`config.mk`:
```
export PLATFORM = sky130hd
export DESIGN_NAME = flash_cmd_sequencer
export DESIGN_NICKNAME = d
export VERILOG_FILES = /design/src/rtl/flash_cmd_sequencer.sv
export SDC_FILE = /design/constraint.sdc
export NUM_CORES = 1
export LEC_CHECK = 0
export ABC_AREA = 0
export BUFFER_PORTS_ARGS = -buffer_cell sky130_fd_sc_hd__buf_2
export CAP_MARGIN = 10
export CORE_MARGIN = 3
export CORE_UTILIZATION = 55
export DETAILED_ROUTE_END_ITERATION = 7
export GPL_ROUTABILITY_DRIVEN = 0
export GPL_TIMING_DRIVEN = 0
export PLACE_DENSITY = 0.73
export SETUP_SLACK_MARGIN = 0.5
export SLEW_MARGIN = 20
export SYNTH_ARGS = -nofsm -noshare
export SYNTH_HDL_FRONTEND = slang
export SYNTH_SLANG_ARGS = --single-unit
```
`constraint.sdc`:
```
create_clock -name CLK_50MHZ -period 3.1 [get_ports CLK_50MHZ]
set_clock_uncertainty 0.1 [all_clocks]
set_input_delay 0.775 -clock CLK_50MHZ [delete_from_list [all_inputs] [get_ports CLK_50MHZ]]
set_output_delay 0.775 -clock CLK_50MHZ [all_outputs]
set_load 0.01 [all_outputs]
```
`src/rtl/flash_cmd_sequencer.sv`:
```
// Parses W/R command bytes from the UART link, runs one Flash transaction and returns one response byte.
// Build option CMD_CHECKSUM_EN: each command carries a trailing XOR checksum byte.
module flash_cmd_sequencer #(
    parameter int BYTE_TIMEOUT = 2500000,
    parameter int FL_TIMEOUT   = 50000
) (
    input  logic       CLK_50MHZ,
    input  logic       RST,
    input  logic       rx_valid,
    input  logic [7:0] rx_data,
    input  logic       tx_busy,
    output logic       tx_start,
    output logic [7:0] tx_data,
    output logic       fl_start,
    output logic       fl_rw,
    output logic [7:0] fl_addr,
    output logic [7:0] fl_wdata,
    input  logic       fl_done,
    input  logic [7:0] fl_rdata,
    output logic       busy,
    output logic       ovr
);

    localparam int BT_W = $clog2(BYTE_TIMEOUT + 1);
    localparam int FT_W = $clog2(FL_TIMEOUT + 1);
    localparam logic [BT_W-1:0] BT_MAX = BT_W'(BYTE_TIMEOUT);
    localparam logic [FT_W-1:0] FT_MAX = FT_W'(FL_TIMEOUT);

    localparam logic [7:0] OP_WRITE = 8'h57;
    localparam logic [7:0] OP_READ  = 8'h52;
    localparam logic [7:0] RSP_OK   = 8'h4B;
    localparam logic [7:0] RSP_UNK  = 8'h3F;
    localparam logic [7:0] RSP_ERR  = 8'h45;
`ifdef CMD_CHECKSUM_EN
    localparam logic [7:0] RSP_CSUM = 8'h43;
`endif

    typedef enum logic [2:0] {
        S_IDLE,
        S_GET_ADDR,
        S_GET_DATA,
        S_GET_SUM,
        S_FL_ISSUE,
        S_FL_WAIT,
        S_TX_RESP,
        S_TX_WAIT
    } state_t;

    state_t          state_q, state_d;
    logic            is_read_q, is_read_d;
    logic [7:0]      addr_q, addr_d;
    logic [7:0]      data_q, data_d;
`ifdef CMD_CHECKSUM_EN
    logic [7:0]      csum_q, csum_d;
`endif
    logic [BT_W-1:0] bt_q, bt_d;
    logic [FT_W-1:0] ft_q, ft_d;
    logic            seen_busy_q, seen_busy_d;
    logic            txw_q, txw_d;
    logic [7:0]      tx_data_q, tx_data_d;
    logic            fl_start_q, fl_start_d;
    logic            fl_rw_q, fl_rw_d;
    logic [7:0]      fl_addr_q, fl_addr_d;
    logic [7:0]      fl_wdata_q, fl_wdata_d;
    logic            busy_q, busy_d;
    logic            ovr_q, ovr_d;

    logic            go_issue;
    logic            go_resp;
    logic [7:0]      resp_val;

    always_comb begin
        state_d     = state_q;
        is_read_d   = is_read_q;
        addr_d      = addr_q;
        data_d      = data_q;
`ifdef CMD_CHECKSUM_EN
        csum_d      = csum_q;
`endif
        bt_d        = bt_q;
        ft_d        = ft_q;
        seen_busy_d = seen_busy_q;
        txw_d       = txw_q;
        tx_data_d   = tx_data_q;
        fl_start_d  = 1'b0;
        fl_rw_d     = fl_rw_q;
        fl_addr_d   = fl_addr_q;
        fl_wdata_d  = fl_wdata_q;
        ovr_d       = ovr_q;
        go_issue    = 1'b0;
        go_resp     = 1'b0;
        resp_val    = 8'h00;

        case (state_q)
            S_IDLE: begin
                if (rx_valid) begin
                    if (rx_data == OP_WRITE || rx_data == OP_READ) begin
                        is_read_d = (rx_data == OP_READ);
                        addr_d    = 8'h00;
                        data_d    = 8'h00;
`ifdef CMD_CHECKSUM_EN
                        csum_d    = rx_data;
`endif
                        bt_d      = '0;
                        state_d   = S_GET_ADDR;
                    end else begin
                        go_resp  = 1'b1;
                        resp_val = RSP_UNK;
                    end
                end
            end
            S_GET_ADDR: begin
                if (rx_valid) begin
                    addr_d = rx_data;
                    bt_d   = '0;
`ifdef CMD_CHECKSUM_EN
                    csum_d  = csum_q ^ rx_data;
                    state_d = is_read_q ? S_GET_SUM : S_GET_DATA;
`else
                    if (is_read_q) go_issue = 1'b1;
                    else           state_d  = S_GET_DATA;
`endif
                end else if (bt_q == BT_MAX) begin
                    state_d = S_IDLE;
                end else begin
                    bt_d = bt_q + 1'b1;
                end
            end
            S_GET_DATA: begin
                if (rx_valid) begin
                    data_d = rx_data;
                    bt_d   = '0;
`ifdef CMD_CHECKSUM_EN
                    csum_d  = csum_q ^ rx_data;
                    state_d = S_GET_SUM;
`else
                    go_issue = 1'b1;
`endif
                end else if (bt_q == BT_MAX) begin
                    state_d = S_IDLE;
                end else begin
                    bt_d = bt_q + 1'b1;
                end
            end
`ifdef CMD_CHECKSUM_EN
            S_GET_SUM: begin
                if (rx_valid) begin
                    bt_d = '0;
                    if (rx_data == csum_q) begin
                        go_issue = 1'b1;
                    end else begin
                        go_resp  = 1'b1;
                        resp_val = RSP_CSUM;
                    end
                end else if (bt_q == BT_MAX) begin
                    state_d = S_IDLE;
                end else begin
                    bt_d = bt_q + 1'b1;
                end
            end
`endif
            S_FL_ISSUE: begin
                ft_d    = ft_q + 1'b1;
                state_d = S_FL_WAIT;
            end
            S_FL_WAIT: begin
                // fl_done takes priority over a timeout landing in the same cycle
                if (fl_done) begin
                    go_resp  = 1'b1;
                    resp_val = is_read_q ? fl_rdata : RSP_OK;
                end else if (ft_q == FT_MAX) begin
                    go_resp  = 1'b1;
                    resp_val = RSP_ERR;
                end else begin
                    ft_d = ft_q + 1'b1;
                end
            end
            S_TX_RESP: begin
                if (!tx_busy) begin
                    seen_busy_d = 1'b0;
                    txw_d       = 1'b0;
                    state_d     = S_TX_WAIT;
                end
            end
            S_TX_WAIT: begin
                txw_d = 1'b1;
                if (tx_busy) seen_busy_d = 1'b1;
                // Leave on busy falling, or if the UART never raised busy within 2 cycles
                if (!tx_busy && (seen_busy_q || txw_q)) state_d = S_IDLE;
            end
            default: state_d = S_IDLE;
        endcase

        if (go_issue) begin
            state_d    = S_FL_ISSUE;
            fl_start_d = 1'b1;
            fl_rw_d    = is_read_d;
            fl_addr_d  = addr_d;
            fl_wdata_d = data_d;
            ft_d       = '0;
        end
        if (go_resp) begin
            state_d   = S_TX_RESP;
            tx_data_d = resp_val;
        end

        if (rx_valid && (state_q == S_FL_ISSUE || state_q == S_FL_WAIT ||
                         state_q == S_TX_RESP  || state_q == S_TX_WAIT)) begin
            ovr_d = 1'b1;
        end

        busy_d = (state_d != S_IDLE);
    end

    always_ff @(posedge CLK_50MHZ) begin
        if (RST) begin
            state_q     <= S_IDLE;
            is_read_q   <= 1'b0;
            addr_q      <= 8'h00;
            data_q      <= 8'h00;
`ifdef CMD_CHECKSUM_EN
            csum_q      <= 8'h00;
`endif
            bt_q        <= '0;
            ft_q        <= '0;
            seen_busy_q <= 1'b0;
            txw_q       <= 1'b0;
            tx_data_q   <= 8'h00;
            fl_start_q  <= 1'b0;
            fl_rw_q     <= 1'b0;
            fl_addr_q   <= 8'h00;
            fl_wdata_q  <= 8'h00;
            busy_q      <= 1'b0;
            ovr_q       <= 1'b0;
        end else begin
            state_q     <= state_d;
            is_read_q   <= is_read_d;
            addr_q      <= addr_d;
            data_q      <= data_d;
`ifdef CMD_CHECKSUM_EN
            csum_q      <= csum_d;
`endif
            bt_q        <= bt_d;
            ft_q        <= ft_d;
            seen_busy_q <= seen_busy_d;
            txw_q       <= txw_d;
            tx_data_q   <= tx_data_d;
            fl_start_q  <= fl_start_d;
            fl_rw_q     <= fl_rw_d;
            fl_addr_q   <= fl_addr_d;
            fl_wdata_q  <= fl_wdata_d;
            busy_q      <= busy_d;
            ovr_q       <= ovr_d;
        end
    end

    // tx_start decodes tx_busy directly so the byte goes out in the first cycle the UART is free
    assign tx_start = (state_q == S_TX_RESP) && !tx_busy;
    assign tx_data  = tx_data_q;
    assign fl_start = fl_start_q;
    assign fl_rw    = fl_rw_q;
    assign fl_addr  = fl_addr_q;
    assign fl_wdata = fl_wdata_q;
    assign busy     = busy_q;
    assign ovr      = ovr_q;

endmodule

```
**Word-level counts from Yosys, hierarchy flattened**

Index checks and enable logic that the tools add are counted.

- Register bits after elaboration: 88
- Logic and storage cells: 104

- Reductions and logical operators: 20
- Eq/ne operators: 17
- $add $sub $neg: 2
- Muxes and demuxes: 50

Operators by type and width:

| kind | count |
|---|---|
| two-way mux 22 bit | 4 |
| two-way mux 8 bit | 8 |
| one-hot mux 8 bit (2 select lines) | 3 |
| one-hot mux 22 bit (2 select lines) | 1 |
| two-way mux 16 bit | 2 |
| one-hot mux 16 bit (2 select lines) | 1 |
| two-way mux 3 bit | 10 |
| adder 22 x 1 -> 22 bit (second input constant) | 1 |
| == test 22 bit (second input constant) | 1 |
| one-hot mux 3 bit (7 select lines) | 1 |
| adder 16 x 1 -> 16 bit (second input constant) | 1 |
| == test 16 bit (second input constant) | 1 |
| == test 8 x 7 -> 1 bit (second input constant) | 2 |
| two-way mux 1 bit | 13 |
| == test 3 bit (second input constant) | 4 |
| two-way mux 6 bit | 2 |
| != test 2 bit (second input constant) | 6 |
| one-hot mux 1 bit (2 select lines) | 4 |
| two-way mux 7 bit | 1 |
| AND reduction 3 bit | 2 |
| nonzero test 2 bit | 3 |
| logical OR 1 bit | 5 |
| AND reduction 4 bit | 1 |
| OR reduction 2 bit | 2 |
| 8 further kinds | 10 |

**Logic depth before layout (Yosys ltp)**

- Depth after elaboration: 8
- Mapped depth: 9
- Gate-level depth less buffers: 8

**Worst setup path before layout**

No wires, ideal clock.

- Kind: input-to-reg
- From: in rx_valid
- To: reg fl_wdata_q[0], in the netlist fl_wdata[0]
- Stages on the path: 7
- Required time: 2,938 ps
- Arrival: 2,247 ps
- Slack: 691 ps
- Path through: nand2b_1 clkbuf_1 nor2_1 a211oi_2 clkbuf_1 a22oi_1 nand2_1

- Word-level cells in the longest chain between the ends: 2

RTL lines:

| what | line | text |
|---|---|---|
| start, declared | 9 | `input logic rx_valid,` |
| two-way mux 8 bit (tied with other cells) | 130 | `if (rx_valid) begin` |
| one-hot mux 8 bit (2 select lines) / one-hot mux 1 bit (2 select lines) (equally long branches) | 94 | `case (state_q)` |
| end signal, assigned | 251 | `fl_wdata_q <= fl_wdata_d;` |
| end, declared | 64 | `logic [7:0] fl_wdata_q, fl_wdata_d;` |

Several ways; a longest one is shown, not always the timed one.
A chain may end at the register's enable or synchronous reset.

**Worst setup path after layout**

- From: in rx_valid
- To: reg busy_q, in the netlist busy

- Word-level cells in the longest chain between the ends: 5

RTL lines:

| what | line | text |
|---|---|---|
| two-way mux 3 bit (tied with other cells) | 130 |  |
| one-hot mux 3 bit (7 select lines) / one-hot mux 1 bit (2 select lines) (equally long branches) | 94 |  |
| two-way mux 3 bit | 194 | `if (go_issue) begin` |
| two-way mux 3 bit * | 202 | `if (go_resp) begin` |
| nonzero test 3 bit * | 212 | `busy_d = (state_d != S_IDLE);` |
| end signal, assigned | 252 | `busy_q <= busy_d;` |
| end, declared | 65 | `logic busy_q, busy_d;` |

Every way passes the cells marked *; elsewhere a longest branch is shown, timed or not.

==> summary.txt <==
most frequent cells in the layout -> 86 x dfxtp_1, 50 x buf_2, 48 x nor2_1
Area Growth Syn to Fin -> 17.4%
CP most frequent cell -> nand2b_1
Core Area -> 0.00694 mm^2
count of final hold-check violations -> 0
pre-CTS setup slack -> -50.4 ps
1st-iter DRT viols -> 275
Critical-path top delay cell -> or3_1
sequential fraction of the synthesis area -> 0.439
HP Class -> flip-flop to flip-flop
CP Data Required Time -> 3230 ps
Final WS setup -> 508 ps
Hold Startpoint -> data_q[7]$_SDFF_PP0_
vias in the first global route -> 3532
Max Buffers Root-to-Sink -> 2
DR DRC count -> 0
final std cells w/o fill -> 644
CTS Root Cell -> clkbuf_8
FF+latch count, synth -> 88
hold path cells -> 2
Die W -> 91.5 um
footprint of the multi-input gates -> 0.00219 mm^2
main flop type after synthesis -> dfxtp_1
Mapped Avg Cell Area -> 8.44 um^2
Pwr Density -> 533 mW/mm^2
reg-to-reg endpoint -> busy$_SDFF_PP0_
cells after synthesis -> 476
CTS clk-pin slew, worst paths -> 90 ps
H-tree depth -> 3
library cells used by synthesis -> 55
drt via density -> 6.04
Post-Place Cells -> 621
Crit Path Max Fanout -> 10
Lkg Pwr -> 0.00173 uW
ant diodes -> 0
Mapped Area -> 0.00402 mm^2
largest net degree at the start of global routing -> 16
FF+latch area -> 0.00176 mm^2
first-pass GRT wire length -> 17000 um
drt first pass iters -> 5
Reg2Reg Setup Slack -> 580 ps
Crit Reg-Reg Startpoint -> bt_q[12]$_SDFFE_PP0P_
Worst setup EP type -> flip-flop
Worst Hold End -> fl_wdata[7]$_SDFFE_PP0P_
layout cells sized above 1 -> 0.172
Final ANT Viol Nets -> 0
Critical path origin -> rx_valid
CTS Buf Count -> 9
die height -> 91.5 um
Max-Cap Viols -> 0
Worst-Margin Slew -> 974 ps
routed len/inst -> 16.3 um
Ports -> 50
syn_nets -> 501
Sink Count -> 88
CTS tree -> yes
EDFF count, synth -> 0
RSZ-0062 raised after global routing -> yes
detailed placement HPWL -> 7140 um
worst skew pair latency -> 340 ps
Layout Nets -> 568
fin crit share -> 0.836
Filler Cell Count -> 585
Remaining Overflow, GRT -> 0
CP Cell Sequence -> buf_2 > nand2b_1 > clkbuf_1 > or3_1 > nand2b_1 > clkbuf_2 > o2111ai_1 > nor2_1 > or3_4
Hold-fix buffers, CTS -> 0
Peak supply drop -> 0.335 mV
die area -> 0.00836 mm^2
critical path launch point type -> input port
worst stage delay on the critical path -> 460 ps
PortBufs -> 49
final setup fails -> 0
# rows -> 30
antenna violations before repair -> 0
ys async rst share -> 0
Vias -> 3888
R2R depth -> 7
Slew HR -> 0.346
post-route minimum period -> 2590 ps
WS Path Type -> input port to flip-flop
Max Clk Rate -> 0.386 GHz
Total GRT Usage -> 0.247
drt total wl -> 10500 um
Initial Util -> 0.578
outcome -> finished clean
crit path DAT -> 2720 ps
commonest non-fill, non-tap cell in the layout -> dfxtp_1
Final Slew Violations -> 0
YS warnings -> 0
==> how the worst max path moves through the flow <==
stage | to | slack [ps] | cells after the start
after detailed placement | fl_wdata[6]$_SDFFE_PP0P_ | -50 | 8
final | busy$_SDFF_PP0_ | 510 | 9
after global placement | fl_wdata[3]$_SDFFE_PP0P_ | -40 | 8
after floorplan | fl_wdata[0]$_SDFFE_PP0P_ | 690 | 7
after CTS | bt_q[8]$_SDFFE_PP0P_ | 500 | 8
after global routing | busy$_SDFF_PP0_ | 430 | 9
==> sequential cells by signal, indices dropped and copies added, names as in the netlist, 3 cells and up <==
register,count
tx_data,8
state_q,3
fl_wdata,8
addr_q,8
bt_q,22
data_q,8
ft_q,16
fl_addr,8
==> logic make-up after synthesis <==
group	count (synthesis)	share of synthesized area
AOI/OAI and AO/OA	126	0.216
and+or+nand+nor	207	0.266
buffers and inverters	36	0.0346
muxes	1	0.00249
DFF	88	0.439
adders and majority gates	4	0.0125
xor gates and xnor gates	14	0.0305
==> layout make-up <==
| type | count | area share |
|---|---|---|
| Multi-Input combinational cell | 352 | 0.465 |
| Sequential cell | 88 | 0.374 |
| Clock buffer | 11 | 0.0300 |
| Tap cell | 96 | 0.0255 |
| Inverter | 12 | 0.00955 |
| Timing Repair Buffer | 56 | 0.0626 |
| Buffer | 24 | 0.0244 |
| Clock inverter | 5 | 0.00876 |
==> synthesized netlist by cell type (all sizes together) (4+ instances only) <==
cell type  instances  area [um^2]
nand4b             4         35.0
or4                4         30.0
dfxtp             88         1760
a211oi             6         50.1
a21oi             26          130
nor2b             10         62.6
nand4              7         43.8
clkbuf            23         86.3
a22oi             16          120
o21ai             20          100
a311oi             6         52.6
xnor2              9         78.8
nor2              51          191
nor4               4         40.0
a31oi             14         87.6
a22o              17          149
and2               4         25.0
and3               5         31.3
xor2               5         43.8
nand2b             7         43.8
nor3              13         65.1
ha                 4         50.1
nand3             30          150
or3                6         37.5
inv               12         45.0
nand2             46          173
==> per-layer routing <==
| layer | up-vias | GRT usage | wire, um |
|---|---|---|---|
| li1 | 1891 | - | - |
| met1 | 1802 | 0.332 | 4460 |
| met2 | 174 | 0.399 | 5040 |
| met3 | 21 | 0.0447 | 815 |
| met4 | 0 | 0.0842 | 199 |
| met5 | - | 0 | 0 |
==> worst max-delay path, delay by kind of cell <==
kind | cells | cell delay, ps
AO/OA/AOI/OAI | 1 | 120
buffers and inverters | 3 | 640
AND/OR/NAND/NOR | 5 | 1190
==> power breakdown <==
group / total, uW / internal [uW] / switching, uW
Sequential: 1230 / 1190 / 40.5
Combinational: 545 / 201 / 345
Clock: 735 / 320 / 415
==> metrics by stage <==
step	utilization	TNS (ps)	power [uW]	area (um^2)	hold slack, ps
6_report	0.679	0	2510	4710	353
4_1_cts	0.668	0	2480	4640	355
3_5_place_dp	0.632	-337	1740	4390	342
3_3_place_gp	0.631	-291	1730	4380	343
2_1_floorplan	-	0	1570	4020	330
5_1_grt	0.679	0	2630	4710	375
==> what timing repair did <==
action / 4_1_cts / 5_1_grt
gates resized for setup: 9 / 21
buffers inserted: 5 / 1
cloned: 0 / 1
endpoints found under the setup margin: 29 / 39
pin swaps: 3 / 1
Power figures use the tool's default switching activity.
